<file path="src/rtl/crossing_pkg.sv">
// Shared types for the demand-driven crossing scheduler:
// phase enum, lamp patterns {ped_red,ped_green,red,yellow,green}.
package crossing_pkg;

  typedef enum logic [2:0] {
    ALL_RED    = 3'd0,
    ROAD_GREEN = 3'd1,
    YELLOW     = 3'd2,
    PED_GREEN  = 3'd3,
    PED_CLEAR  = 3'd4
  } state_e;

  localparam int SEC_W = 6;

  localparam logic [4:0] LAMP_ALL_RED   = 5'b10100;
  localparam logic [4:0] LAMP_ROAD_GRN  = 5'b10001;
  localparam logic [4:0] LAMP_YELLOW    = 5'b10010;
  localparam logic [4:0] LAMP_PED_GRN   = 5'b01100;
  localparam logic [4:0] LAMP_PED_CLEAR = 5'b10100;
  localparam logic [4:0] LAMP_FLASH_OFF = 5'b00100;

endpackage

</file>
<file path="src/rtl/crossing_scheduler_if.sv">
// Lamp bundle of the crossing scheduler: five lamps plus wait lamp.
// master drives lamps/req_lamp, slave observes them.
interface crossing_scheduler_if;
  logic [4:0] lamps;
  logic       req_lamp;

  modport master (output lamps, output req_lamp);
  modport slave  (input lamps, input req_lamp);
endinterface

</file>
<file path="src/rtl/crossing_scheduler_ped_button_debounce.sv">
// Push-button conditioner: 2-flop synchronizer then debouncer.
// Ports: clk_i, rst_i (sync, high), btn_i (async), level_o.
module ped_button_debounce #(
  parameter int DEBOUNCE_TICKS = 160000
) (
  input  logic clk_i,
  input  logic rst_i,
  input  logic btn_i,
  output logic level_o
);

  localparam int CW = $clog2(DEBOUNCE_TICKS + 1);

  logic          s1_q;
  logic          s2_q;
  logic          level_q;
  logic          level_d;
  logic [CW-1:0] cnt_q;
  logic [CW-1:0] cnt_d;

  // Count restarts whenever the input matches the accepted level.
  always_comb begin
    cnt_d   = '0;
    level_d = level_q;
    if (s2_q != level_q) begin
      if (cnt_q == CW'(DEBOUNCE_TICKS - 1)) begin
        level_d = s2_q;
      end else begin
        cnt_d = cnt_q + 1'b1;
      end
    end
  end

  always_ff @(posedge clk_i) begin
    if (rst_i) begin
      s1_q    <= 1'b0;
      s2_q    <= 1'b0;
      level_q <= 1'b0;
      cnt_q   <= '0;
    end else begin
      s1_q    <= btn_i;
      s2_q    <= s1_q;
      level_q <= level_d;
      cnt_q   <= cnt_d;
    end
  end

  assign level_o = level_q;

endmodule

</file>
<file path="src/rtl/crossing_scheduler.sv">
// Demand-driven pedestrian crossing scheduler, road rests green.
// Ports: pin3 clk, pin9 rst, pin10/11 buttons, pin4-8 lamps, pin12 wait.
// Option: PED_FLASH_EN flashes ped_green at 1 Hz in PED_CLEAR.
module crossing_scheduler
  import crossing_pkg::*;
#(
  parameter int TIMER_SCALE    = 16000000,
  parameter int T_MIN_GREEN    = 10,
  parameter int T_YELLOW       = 3,
  parameter int T_ALL_RED      = 2,
  parameter int T_PED_GREEN    = 8,
  parameter int T_PED_CLEAR    = 3,
  parameter int DEBOUNCE_TICKS = 160000
) (
  input  logic pin3_clk_16mhz,
  input  logic pin9_rst,
  input  logic pin10_ped_btn_a,
  input  logic pin11_ped_btn_b,
  output logic pin4_green,
  output logic pin5_yellow,
  output logic pin6_red,
  output logic pin7_ped_green,
  output logic pin8_ped_red,
  output logic pin12_wait
);

  localparam int PW = $clog2(TIMER_SCALE);

  logic             lvl_a;
  logic             lvl_b;
  logic             lvl_a_q;
  logic             lvl_b_q;
  logic             rise;
  state_e           state_q;
  state_e           state_d;
  logic             boot_q;
  logic             boot_d;
  logic [PW-1:0]    presc_q;
  logic [PW-1:0]    presc_d;
  logic [SEC_W-1:0] sec_q;
  logic [SEC_W-1:0] sec_d;
  logic             req_q;
  logic             req_d;
  logic [4:0]       lamps_q;
  logic [4:0]       lamps_d;
  logic             sec_tick;
  logic             expire;
  logic             enter;

  ped_button_debounce #(
    .DEBOUNCE_TICKS(DEBOUNCE_TICKS)
  ) u_deb_a (
    .clk_i  (pin3_clk_16mhz),
    .rst_i  (pin9_rst),
    .btn_i  (pin10_ped_btn_a),
    .level_o(lvl_a)
  );

  ped_button_debounce #(
    .DEBOUNCE_TICKS(DEBOUNCE_TICKS)
  ) u_deb_b (
    .clk_i  (pin3_clk_16mhz),
    .rst_i  (pin9_rst),
    .btn_i  (pin11_ped_btn_b),
    .level_o(lvl_b)
  );

  function automatic logic [SEC_W-1:0] dur(
    input state_e s
  );
    case (s)
      ROAD_GREEN: dur = SEC_W'(T_MIN_GREEN);
      YELLOW:     dur = SEC_W'(T_YELLOW);
      PED_GREEN:  dur = SEC_W'(T_PED_GREEN);
      PED_CLEAR:  dur = SEC_W'(T_PED_CLEAR);
      default:    dur = SEC_W'(T_ALL_RED);
    endcase
  endfunction

  assign rise = (lvl_a & ~lvl_a_q)
              | (lvl_b & ~lvl_b_q);

  assign sec_tick = (presc_q == PW'(TIMER_SCALE - 1));

  // sec_q==0 after reset also expires on the first tick.
  assign expire = sec_tick
               && (sec_q <= SEC_W'(1));

  always_comb begin
    state_d = state_q;
    boot_d  = boot_q;
    case (state_q)
      ALL_RED: begin
        if (expire) begin
          state_d = boot_q ? ROAD_GREEN
                           : PED_GREEN;
          boot_d  = 1'b0;
        end
      end
      ROAD_GREEN: begin
        // sec_q==0 means minimum green done: resting.
        if (req_q && (expire || sec_q == '0)) begin
          state_d = YELLOW;
        end
      end
      YELLOW: begin
        if (expire) state_d = ALL_RED;
      end
      PED_GREEN: begin
        if (expire) state_d = PED_CLEAR;
      end
      PED_CLEAR: begin
        if (expire) state_d = ROAD_GREEN;
      end
      default: begin
        state_d = ALL_RED;
        boot_d  = 1'b1;
      end
    endcase
  end

  assign enter = (state_d != state_q);

  always_comb begin
    presc_d = presc_q + 1'b1;
    sec_d   = sec_q;
    req_d   = req_q;
    if (enter || sec_tick) begin
      presc_d = '0;
    end
    if (enter) begin
      sec_d = dur(state_d);
    end else if (sec_tick && sec_q != '0) begin
      sec_d = sec_q - 1'b1;
    end
    if (rise && state_q != PED_GREEN) begin
      req_d = 1'b1;
    end
    if (enter && state_d == PED_GREEN) begin
      req_d = 1'b0;
    end
  end

  // Decode from next state so lamps move with the state register.
  always_comb begin
    lamps_d = LAMP_ALL_RED;
    case (state_d)
      ROAD_GREEN: lamps_d = LAMP_ROAD_GRN;
      YELLOW:     lamps_d = LAMP_YELLOW;
      PED_GREEN:  lamps_d = LAMP_PED_GRN;
      PED_CLEAR: begin
`ifdef PED_FLASH_EN
        lamps_d = (presc_d < PW'(TIMER_SCALE / 2))
                ? LAMP_PED_GRN
                : LAMP_FLASH_OFF;
`else
        lamps_d = LAMP_PED_CLEAR;
`endif
      end
      default:    lamps_d = LAMP_ALL_RED;
    endcase
  end

  always_ff @(posedge pin3_clk_16mhz) begin
    if (pin9_rst) begin
      state_q <= ALL_RED;
      boot_q  <= 1'b1;
      presc_q <= '0;
      sec_q   <= '0;
      req_q   <= 1'b0;
      lamps_q <= LAMP_ALL_RED;
      lvl_a_q <= 1'b0;
      lvl_b_q <= 1'b0;
    end else begin
      state_q <= state_d;
      boot_q  <= boot_d;
      presc_q <= presc_d;
      sec_q   <= sec_d;
      req_q   <= req_d;
      lamps_q <= lamps_d;
      lvl_a_q <= lvl_a;
      lvl_b_q <= lvl_b;
    end
  end

  crossing_scheduler_if lamp_if ();

  assign lamp_if.lamps    = lamps_q;
  assign lamp_if.req_lamp = req_q;

  assign pin4_green     = lamp_if.lamps[0];
  assign pin5_yellow    = lamp_if.lamps[1];
  assign pin6_red       = lamp_if.lamps[2];
  assign pin7_ped_green = lamp_if.lamps[3];
  assign pin8_ped_red   = lamp_if.lamps[4];
  assign pin12_wait     = lamp_if.req_lamp;

endmodule
</file>
<file path="config.mk">
export PLATFORM = sky130hd
export DESIGN_NAME = crossing_scheduler
export DESIGN_NICKNAME = d
export VERILOG_FILES = /design/src/rtl/crossing_pkg.sv /design/src/rtl/crossing_scheduler_if.sv /design/src/rtl/crossing_scheduler_ped_button_debounce.sv /design/src/rtl/crossing_scheduler.sv
export SDC_FILE = /design/constraint.sdc
export NUM_CORES = 1
export LEC_CHECK = 0
export ABC_CLOCK_PERIOD_IN_PS = 2160
export CORE_MARGIN = 2
export CORE_UTILIZATION = 50
export DETAILED_ROUTE_END_ITERATION = 8
export PLACE_DENSITY_LB_ADDON = 0.3
export SLEW_MARGIN = 30
export SYNTH_ARGS = -nofsm -noshare
export SYNTH_HDL_FRONTEND = slang
export SYNTH_SLANG_ARGS = --single-unit
</file>
<file path="constraint.sdc">
create_clock -name pin3_clk_16mhz -period 2.16 [get_ports pin3_clk_16mhz]
set_input_delay 0.216 -clock pin3_clk_16mhz [delete_from_list [all_inputs] [get_ports pin3_clk_16mhz]]
set_output_delay 0.216 -clock pin3_clk_16mhz [all_outputs]
set_load 0.03 [all_outputs]
</file>
**Yosys cells after proc, flatten, opt, wreduce, memory -nomap -nowiden**

Index checks and enable logic that the tools add are counted.

- Register bits: 84
- Output and inout bits: 6
- Input port bits: 4
- Logic and storage cells: 78

- $lt $le $gt $ge: 1
- Bitwise gates (word level): 8
- Mux-type cells: 13
- Equal/unequal tests: 16
- Reduce and logical (&&, ||, !) cells: 20
- Add/subtract/negate cells: 4

Operator list:

| cell | count |
|---|---|
| $add 18x1->18 const B | 2 |
| $eq 18x18->1 const B | 2 |
| $add 24x1->24 const B | 1 |
| $eq 24x24->1 const B | 1 |
| $mux 3 | 5 |
| $pmux 3 s5 | 1 |
| $pmux 5 s3 | 1 |
| $eq 3x2->1 const B | 4 |
| $mux 6 | 2 |
| $pmux 4 s3 | 1 |
| $eq 3x1->1 const B | 2 |
| $eq 3x3->1 const B | 2 |
| $le 6x1->1 const B | 1 |
| $logic_not 6->1 | 1 |
| $reduce_and 2->1 | 3 |
| $reduce_bool 6->1 | 1 |
| $reduce_or 2->1 | 3 |
| $reduce_or 3->1 | 2 |
| $sub 6x1->6 const B | 1 |
| $logic_and 1x1->1 | 5 |
| $not 1->1 | 5 |
| $reduce_or 4->1 | 1 |
| $logic_not 3->1 | 1 |
| $ne 3x2->1 const B | 1 |
| other kinds (10) | 13 |

**Longest topological paths before layout**

Gate-level depths: netlist of the first run.

- Word-level depth: 10
- Mapped depth: 8
- Gate-level depth less buffers: 8

**Cells and area by module**

A second synthesis of the first run with hierarchy kept.

- Cell total of the unflattened synthesis: 435
- Area total of the unflattened synthesis: 3824.9 µm²

By module, submodules not included:

| module | instances | sequential area each (µm²) | cells an instance | area an instance (µm²) |
|---|---|---|---|---|
| crossing_scheduler | 1 | 840.8 | 229 | 1973.1 |
| ped_button_debounce | 2 | 420.4 | 103 | 925.9 |

**Worst setup path after synthesis of the first run**

OpenSTA, ideal clock, no wires.

- Path kind: reg-to-reg
- Start: register presc_q[0]
- End: register lamps_q[2], in the netlist lamp_if.lamps[2]
- Cell stages (with the launch flop): 8
- Path slack: 0.045 ns
- Data required time: 2.033 ns
- Path buffers: 0
- Data arrival time: 1.988 ns
- Setup time: 0.127 ns
- Cells stage by stage: dfxtp_1 -> ha_1 -> and4bb_2 -> nand4_1 -> nor3_4 -> mux2i_1 -> xnor2_1 -> or3_1

- Longest elaborated chain between the ends: 8

Ends and longest elaborated chain:

| element | RTL line | source |
|---|---|---|
| start: declaration | crossing_scheduler.sv:38 | `logic [PW-1:0] presc_q;` |
| start signal: assignment | crossing_scheduler.sv:177 | `presc_q <= presc_d;` |
| $eq 24x24->1 * | crossing_scheduler.sv:83 | `assign sec_tick = (presc_q == PW'(TIMER_SCALE - 1));` |
| $logic_and 1x1->1 * | crossing_scheduler.sv:87 | `&& (sec_q <= SEC_W'(1));` |
| $logic_or 1x1->1 | crossing_scheduler.sv:102 | `if (req_q && (expire \|\| sec_q == '0)) begin` |
| $logic_and 1x1->1 | crossing_scheduler.sv:102 |  |
| $mux 3 | crossing_scheduler.sv:102 |  |
| $pmux 3 s5 * | crossing_scheduler.sv:92 | `case (state_q)` |
| $eq 3x2->1 or $eq 3x1->1 (tied branches) | crossing_scheduler.sv:147 | `case (state_d)` |
| $pmux 5 s3 * | crossing_scheduler.sv:147 |  |
| end signal: assignment | crossing_scheduler.sv:180 | `lamps_q <= lamps_d;` |
| end: declaration | crossing_scheduler.sv:44 | `logic [4:0] lamps_q;` |

Every way passes the cells marked *; elsewhere a longest branch is shown, timed or not.
A chain may end at the register's enable or synchronous reset.

**Final worst setup path of the first run**

- Start: register presc_q[1]
- End: register lamps_q[1], in the netlist lamp_if.lamps[1]

Same word-level chain as after synthesis.

==> flow_summary.toml, run 1 <==
[placement]
port_buffers = 9
dpl.hpwl_mm = 4.51
dpl_cell_area_mm2 = 0.00395
place_inst = 529
pre_cts_ws_ns = 0.109
place.gp.congestion = 0.824

[route]
dr.pass1.iters = 4
drtIter0Drc = 133
drc = 0
wl_per_cell_um = 11.9
drtAntennaViolNets = 0
vias = 2783
vias_per_cell = 5.11
drt-total-wl_mm = 6.48

[clock_network]
numCtsBuffers = 9
cts_max_level = 3
cts_tree = "yes"
cts_root_buf = "clkbuf_8"
clock-sinks = 84
cts_setup_buffers = 0
cts_buffer_depth = 2
clk_latency_ns = 0.35
clkSlewWorstSetupHoldPaths_ns = 0.08

[critical_path]
worstPathMaxFanout = 4
endpoint_kind = "register"
reg2reg_to = "lamp_if.lamps[1]"
timing.critical_path.to = "lamp_if.lamps[1]"
r2r_setup_slack_ns = 0.13
r2r_start = "presc_q[1]"
critPathLaunch = "presc_q[1]"
path_class = "reg -> reg"
critPathLaunchType = "register"
cp.required_ns = 2.41
ff2ff_path_depth = 8
crit_arrival_ns = 2.28

[layout]
seq_area_mm2 = 0.00168
nets = 451
num_antenna_cells = 0
final_area_mm2 = 0.00419
fin_util = 0.588
multi_input_area_mm2 = 0.00190
filler_cell_count = 638
layout-drive-gt1-share = 0.110
synthToLayoutAreaGrowth_pct = 15.0
fin_cells = 545

[yosys]
yosysSeqAreaShare = 0.461
synth_top_area_frac = 0.461
ys_seq_elements = 84
netlist_area_mm2 = 0.00365
synth_mux_area_frac = 0.0196
synth_cell_types = 46
synth_top_family_by_area = "simple AND/OR/NAND/NOR gates"
ys_async_sr_fraction = 0
syn_inst = 414
synth_compound_area_frac = 0.0528
synth_top_cell_by_area = "dfxtp_1"
synth-simple-area-share = 0.291
synth.area.top_cells = "dfxtp_1 46%, xor2_1 8.9%, nor2_1 8.4%"
synthAdderAreaFrac = 0.0206
yosys_warnings = 0
synth_xor_area_frac = 0.132
synth-main-ff-cell = "dfxtp_1"
synth-edff-count = 0
postSynthAreaPerCell_um2 = 8.81
synth_nets = 424

[global_routing]
antenna_found_initial = 0
track_usage = 0.176
grt_overflow_total = 0
grt_pass1_vias = 2478
grt_start_max_net_pins = 25
grt_pass1_wl_mm = 11.0

[timing]
relSlewSlack = 0.784
setup_tns_ns = 0
setup_viol = 0
finalHoldViolations = 0
clock_skew_ns = 0.00864
fin_crit_sh = 0.942
rsz0062_at_grt = "true"
fmax_ghz = 0.492
min_period_ns = 2.03
worst_slew_pin_slew_ns = 0.322
fin_ws_ns = 0.126
hold_slack_ns = 0.439
drv_slew = 0

[power]
p_switching_mw = 0.578
power_mw = 2.81
pwr-share-clk = 0.425
p_int_mw = 2.23
power_frac_seq = 0.557
ir_drop_mv = 0.359
swShare = 0.206
leakage_nw = 1.46
powerDensity_mw_per_mm2 = 670
combPwrFrac = 0.018

[floorplan]
die-width_um = 89.4
core_area_mm2 = 0.00714
dieArea_mm2 = 0.00799
start_util = 0.511
fp-row-count = 31
die_height_um = 89.4
io_pins = 10

[status]
status = "finished, final reports clean"

[run]
cap_violations = 0

[hold_path]
hp-class = "reg -> reg"
## Yosys cell counts, types with 6 or more instances
master   count
dfxtp_1     84
nor2_1      82
xor2_1      37
nand2_1     28
nand3_1     23
xnor2_1     18
nand4_1     15
inv_1       12
o21ai_0     12
a21oi_1     11
nor3_1      10
or3_1       10
and3_1       7
ha_1         6
mux2i_1      6
nor2b_1      6
## kinds of logic after synthesis
kind of cell / after synthesis
flip-flops: 84
XOR/XNOR: 55
multiplexers: 7
AO/OA/AOI/OAI: 33
buffers and inverters: 21
adder cells (fa/ha/maj): 6
AND/OR/NAND/NOR: 208
## how the worst min path moves through the flow
stage	start	to	cells after the start	slack, ns
CTS	u_deb_b.s1_q	u_deb_b.s2_q	1	0.44
detailed placement	u_deb_b.s1_q	u_deb_b.s2_q	1	0.42
floorplan	pin9_rst	state_q[0]	1	0.30
global route	pin11_ped_btn_b	u_deb_b.s1_q	2	0.46
finish	u_deb_b.s1_q	u_deb_b.s2_q	1	0.44
global placement	u_deb_b.s1_q	u_deb_b.s2_q	1	0.43
## layer usage
layer	routed length, µm	track usage	part of all wire	vias up
li1	-	-	-	1468
met1	3110	0.221	0.48	1281
met2	3120	0.290	0.48	26
met3	143	0.0305	0.022	8
met4	109	0.0868	0.017	0
met5	0	0	0	-
## cell type report
class,count,share of cell area
timing repair buffer,25,0.0531
sequential,84,0.402
multi-input combinational,309,0.453
clock buffer,10,0.0304
tap,99,0.0295
clock inverter,6,0.0212
inverter,12,0.0107
## timing repair
item | 4_1_cts | 5_1_grt
hold buffers | 0 | 0
setup endpoints to repair | 0 | 7
resized for setup | 0 | 7
## placed cells by master, fill, tap and decap left out, types with 2 or more instances in the layout
cell	n
buf_4	15
or2_2	2
or3_1	10
o21ai_0	11
dfxtp_1	82
nand4_1	15
clkinvlp_4	2
nor3_1	10
nor4b_1	3
mux2i_1	5
nand3_1	23
clkbuf_8	9
dfxtp_2	2
o21ai_1	2
xnor2_1	18
and3_1	7
and2_1	3
nor2_1	82
and4_1	5
xor2_1	37
clkdlybuf4s50_1	9
nand2_1	28
a21oi_1	11
inv_1	12
ha_1	5
nor2b_1	6
bufinv_16	2
o22ai_1	2
## flip-flops by register name, indices dropped and copies added (netlist names)
register         flops
boot_q               1
u_deb_a.level_o      1
u_deb_a.s1_q         1
state_q              3
u_deb_b.s1_q         1
lvl_b_q              1
sec_q                6
u_deb_b.s2_q         1
pin12_wait           1
u_deb_b.cnt_q       18
u_deb_a.s2_q         1
u_deb_b.level_o      1
presc_q             24
u_deb_a.cnt_q       18
lamp_if.lamps        5
lvl_a_q              1
## power by group through the flow
| stage | logic [mW] | clock network (mW) | registers, mW |
|---|---|---|---|
| 6_report | 0.0506 | 1.19 | 1.56 |
| 5_1_grt | 0.0570 | 1.30 | 1.57 |
| 4_1_cts | 0.0515 | 1.24 | 1.56 |
| 3_5_place_dp | 0.0513 | 0 | 1.60 |
| 3_3_place_gp | 0.0509 | 0 | 1.60 |
| 2_1_floorplan | 0.0297 | 0 | 1.60 |
## critical path, cell delays in order (launching register included)
cell and delay (ns):
dfxtp_2 0.34, ha_2 0.19, and4bb_2 0.23, nand4_1 0.16
nor3_4 0.31, buf_4 0.19, mux2i_1 0.28, nor3_1 0.09
and2_1 0.15
No activity file was read; power rests on OpenSTA's default activity.
==> run 2, diff against run 1 <==
--- a/config.mk
+++ b/config.mk
@@ -7,9 +7,9 @@
 export LEC_CHECK = 0
 export ABC_CLOCK_PERIOD_IN_PS = 2160
 export CORE_MARGIN = 2
-export CORE_UTILIZATION = 50
+export CORE_UTILIZATION = 40
 export DETAILED_ROUTE_END_ITERATION = 8
-export PLACE_DENSITY_LB_ADDON = 0.3
+export PLACE_DENSITY_LB_ADDON = 0.25
 export SLEW_MARGIN = 30
 export SYNTH_ARGS = -nofsm -noshare
 export SYNTH_HDL_FRONTEND = slang
==> constraint.sdc (replaced) <==
create_clock -name pin3_clk_16mhz -period 2.16 [get_ports pin3_clk_16mhz]
set_input_delay 0.432 -clock pin3_clk_16mhz [delete_from_list [all_inputs] [get_ports pin3_clk_16mhz]]
set_output_delay 0.432 -clock pin3_clk_16mhz [all_outputs]
set_load 0.03 [all_outputs]
==> flow_summary.toml, run 2 (synthesized netlist as in run 1, its figures left out) <==
[placement]
dpl.hpwl_mm = 4.54
port_buffers = 9
place.gp.congestion = 0.807

[timing]
drv_slew = 0
fmax_ghz = 0.489
clock_skew_ns = 0.00854
setup_viol = 0
fin_crit_sh = 0.946
min_period_ns = 2.04
rsz0062_at_grt = "false"
finalHoldViolations = 0
setup_tns_ns = 0
worst_slew_pin_slew_ns = 0.356
relSlewSlack = 0.761

[power]
ir_drop_mv = 0.407
power_mw = 2.70
powerDensity_mw_per_mm2 = 642
leakage_nw = 1.47

[critical_path]
cp_slowest_cell = "dfxtp_1"
critPathLaunchType = "register"
crit_chain = "nor4bb_2 > nand4_1 > nor3_4 > mux2i_2 > xnor2_1 > or3_1"
crit_arrival_ns = 2.30
path_class = "reg -> reg"
r2r_setup_slack_ns = 0.12
reg2reg_to = "lamp_if.lamps[2]"
endpoint_kind = "register"
cp.required_ns = 2.41
cpPeakStageDelay_ns = 0.37
worstPathMaxFanout = 5
r2r_start = "presc_q[10]"
ff2ff_path_depth = 6

[route]
drtIter0Drc = 81
wl_per_cell_um = 11.8
vias = 2767
drc = 0
drtAntennaViolNets = 0
vias_per_cell = 4.99
drt-total-wl_mm = 6.52
dr.pass1.iters = 4

[floorplan]
start_util = 0.416
die-width_um = 99.5
die_height_um = 99.5
io_pins = 10
dieArea_mm2 = 0.00989
core_area_mm2 = 0.00876
fp-row-count = 34

[hold_path]
holdPathStages = 1
hp-class = "reg -> reg"
min_from = "u_deb_b.s1_q"
holdPathEnd = "u_deb_b.s2_q"

[run]
cap_violations = 0

[layout]
largest-register = "presc_q"
nets = 451
synthToLayoutAreaGrowth_pct = 15.5
reg.largest.list = "presc_q x24, u_deb_a.cnt_q x18, u_deb_b.cnt_q x18"
num_antenna_cells = 0
largest_reg_flops = 24
layout-drive-gt1-share = 0.119
filler_cell_count = 834
most-common-layout-cells = "82 x nor2_1, 82 x dfxtp_1, 37 x xor2_1"

[clock_network]
clk_latency_ns = 0.36
cts_root_buf = "clkbuf_8"
numCtsBuffers = 9
clkSlewWorstSetupHoldPaths_ns = 0.08
cts_max_level = 3
clock-sinks = 84
cts_tree = "yes"
cts_buffer_depth = 2

[global_routing]
grt_overflow_total = 0
grt_pass1_wl_mm = 11.8
grt_start_max_net_pins = 25
antenna_found_initial = 0
grt_pass1_vias = 2733
track_usage = 0.146

[status]
status = "finished, final reports clean"
-- run 2: cell count changes in the layout (fill, tap and decap cells not counted), sizes merged --
cell | before | now
bufinv | 2 | 0
clkbuf | 10 | 12
inv | 12 | 14
clkinv | 2 | 1
clkinvlp | 2 | 1
-- run 2: worst max-delay path by stage --
stage,from,end,cells past startpoint
final,presc_q[10],lamp_if.lamps[2],6
after CTS,presc_q[0],sec_q[3],8
after floorplan,presc_q[0],lamp_if.lamps[2],7
after detailed placement,presc_q[0],lamp_if.lamps[2],7
after global placement,presc_q[18],lamp_if.lamps[2],6
after global routing,presc_q[10],lamp_if.lamps[1],7
-- run 2: critical path, delay by kind of cell (launching register included) --
| kind | cells | cell delay [ns] |
|---|---|---|
| DFF | 1 | 0.37 |
| muxes | 1 | 0.30 |
| and+or+nand+nor | 4 | 1.18 |
| xor gates and xnor gates | 1 | 0.09 |
-- run 2: area by class of cell --
cell class                 count  area (µm²)  area share
sequential                    84        1680       0.400
clock buffer                  12         165      0.0392
tap                          108         135      0.0321
inverter                      12        45.0      0.0107
clock inverter                 4        30.0     0.00713
multi-input combinational    309        1930       0.458
timing repair buffer          25         223      0.0529
-- run 2: power by group --
group / switching [mW] / internal, mW / leakage [nW]
sequential: 0.00896 / 1.56 / 0.679
combinational: 0.0288 / 0.0244 / 0.692
clock: 0.566 / 0.518 / 0.0994
-- run 2: per-stage QoR --
step | hold slack (ns) | cells | instance area [µm²] | setup slack (ns) | util
3_3_place_gp | 0.418 | 537 | 3960 | 0.0598 | 0.452
3_5_place_dp | 0.429 | 537 | 3960 | 0.0458 | 0.452
5_1_grt | 0.446 | 554 | 4210 | 0.0158 | 0.481
6_report | 0.434 | 554 | 4210 | 0.116 | 0.481
4_1_cts | 0.440 | 553 | 4150 | 0.0355 | 0.474
2_1_floorplan | 0.414 | 414 | 3650 | 0.0450 | -
-- run 2: metal layers --
layer	vias up	global-route usage	routed length (µm)
li1	1457	-	-
met1	1273	0.182	3220
met2	24	0.241	3020
met3	13	0.0401	171
met4	0	0.0569	103
met5	-	0	0
-- run 2: repair_timing --
action	CTS	global route
setup endpoints to repair	0	26
hold buffers	0	0
setup buffers	0	1
gates resized for setup	0	11
==> edit, RTL diff (config.mk and constraints of run 2) <==
Register the output `pin6_red`; this adds one clock of latency there. The other outputs are not delayed to match.
--- a/src/rtl/crossing_scheduler.sv
+++ b/src/rtl/crossing_scheduler.sv
@@ -192,3 +192,5 @@
   assign pin5_yellow    = lamp_if.lamps[1];
-  assign pin6_red       = lamp_if.lamps[2];
+  always_ff @(posedge pin3_clk_16mhz) begin
+    pin6_red <= lamp_if.lamps[2];
+  end
   assign pin7_ped_green = lamp_if.lamps[3];
Function: changed (Yosys sat finds a counterexample within 4 cycles, from zero or initial values and one cycle with pin9_rst high).
==> edit against run 2 <==
  * Routed wire length up 0.61%
  * Total power down 4.6%
  * Via count up 0.40%
  * Sequential cell count up 1
  * Sequential share of layout area up 0.84 points
  * Non-clock buffer count down 1
  * Final cell count down 0.18%
  * Die area up 0.53%
  * Synthesized area up 0.55%
  * Clock power down 13%
  * Design area down 0.68%
  * Setup slack better by 0.020 ns
==> edit: results (changes against run 2) <==
Total Routed Length 6560 um (+0.61%); CLK BUF 11 (-1); Clock Skews 0.0124 ns (+0.00390 ns); Place WS 0.0769 ns (+0.0311 ns); Worst Path Arrival 2.27 ns (-0.03 ns); Post-DP HPWL 4550 um (about the same); vias in the first global route 2718 (-0.55%); GR Util All Layers 14.5% (-0.13 points); clock-cell share of area 3.77% (-0.87 points); Hold WS 0.356 ns (-0.0774 ns); commonest cells in the netlist dfxtp_1, nor2_1, xor2_1; Synth area leaders dfxtp_1, xor2_1, nor2_1; share of cells above drive strength 1 11.5% (-0.42 points); area post-placement 0.00397 mm2 (+0.32%); Static Leak 1.45 nW (-1.1%); hold path cells 0 (-1); Hold Path Sink pin6_red; status finished clean; Hold Path Origin lamp_if.lamps[2]; final sequential cell count 85 (+1.2%); DR iter-0 viols 60 (-26%); crit-path max FO 3 (-2); number of iterations in the first detailed-routing pass 4 (unchanged); reg2reg setup slack 0.14 ns (+0.02 ns); post-synthesis sequential area ratio 46.4% (+0.29 points); Worst IR Drop VDD 0.000242 V (-40%); syn_nets 425 (+0.24%); first-pass GRT wire length 11700 um (-0.41%); Routability Congestion 0.831 (+3.1%); Non-CTS buffers 24 (-4.0%); Filler cells 854 (+2.4%); reg2reg start presc_q[0]; reg2reg path depth 7 (+1); fraction of area in multi-input gates 45.9% (+0.14 points); NonClk Buf Share 5.15% (-0.14 points)
[edit: logic make-up after synthesis]
kind of cell	after synthesis	share of synthesized area, %
AND/OR/NAND/NOR	208	28.9
flip-flops	85	46.4
XOR/XNOR	55	13.1
AO/OA/AOI/OAI	33	5.26
buffers and inverters	21	2.29
multiplexers	7	1.95
adder cells (fa/ha/maj)	6	2.05
[edit: power breakdown]
part           switching (mW)  internal, mW  total (mW)
logic                  0.0282        0.0237      0.0519
registers             0.00892          1.58        1.58
clock network           0.534         0.410       0.944
total                   0.571          2.01        2.58
[edit: metrics by stage]
step / utilization [%] / cells / setup TNS [ns] / total power, mW
finish: 47.5 / 553 / 0 / 2.58
global route: 47.5 / 553 / -0.124 / 2.71
CTS: 46.9 / 552 / 0 / 2.62
detailed placement: 45.1 / 537 / 0 / 1.67
global placement: 45.1 / 537 / 0 / 1.67
floorplan: - / 415 / 0 / 1.65
[edit: worst max-delay path by stage]
stage / startpoint / endpoint / slack (ns) / cells past startpoint
floorplan: presc_q[0] / lamp_if.lamps[2] / 0.04 / 7
global placement: presc_q[10] / lamp_if.lamps[2] / 0.08 / 6
detailed placement: presc_q[0] / lamp_if.lamps[2] / 0.08 / 7
CTS: presc_q[0] / lamp_if.lamps[2] / 0.05 / 7
global route: presc_q[16] / lamp_if.lamps[2] / -0.08 / 6
finish: presc_q[0] / lamp_if.lamps[2] / 0.14 / 7
[edit: metal layers]
layer	vias up	track usage [%]	share of wire, %
met4	0	4.74	1.2
met1	1283	18.0	51
met5	-	0	0
met3	9	4.64	2.5
met2	24	23.9	45
li1	1462	-	-
[edit: worst max-delay path: stages, from the launching register on]
cell and delay, ns:
dfxtp_4 0.37, ha_4 0.14, and4bb_2 0.21, nand4_1 0.18, nor3_4 0.34, mux2i_2 0.29
xnor2_1 0.09, or3_1 0.30
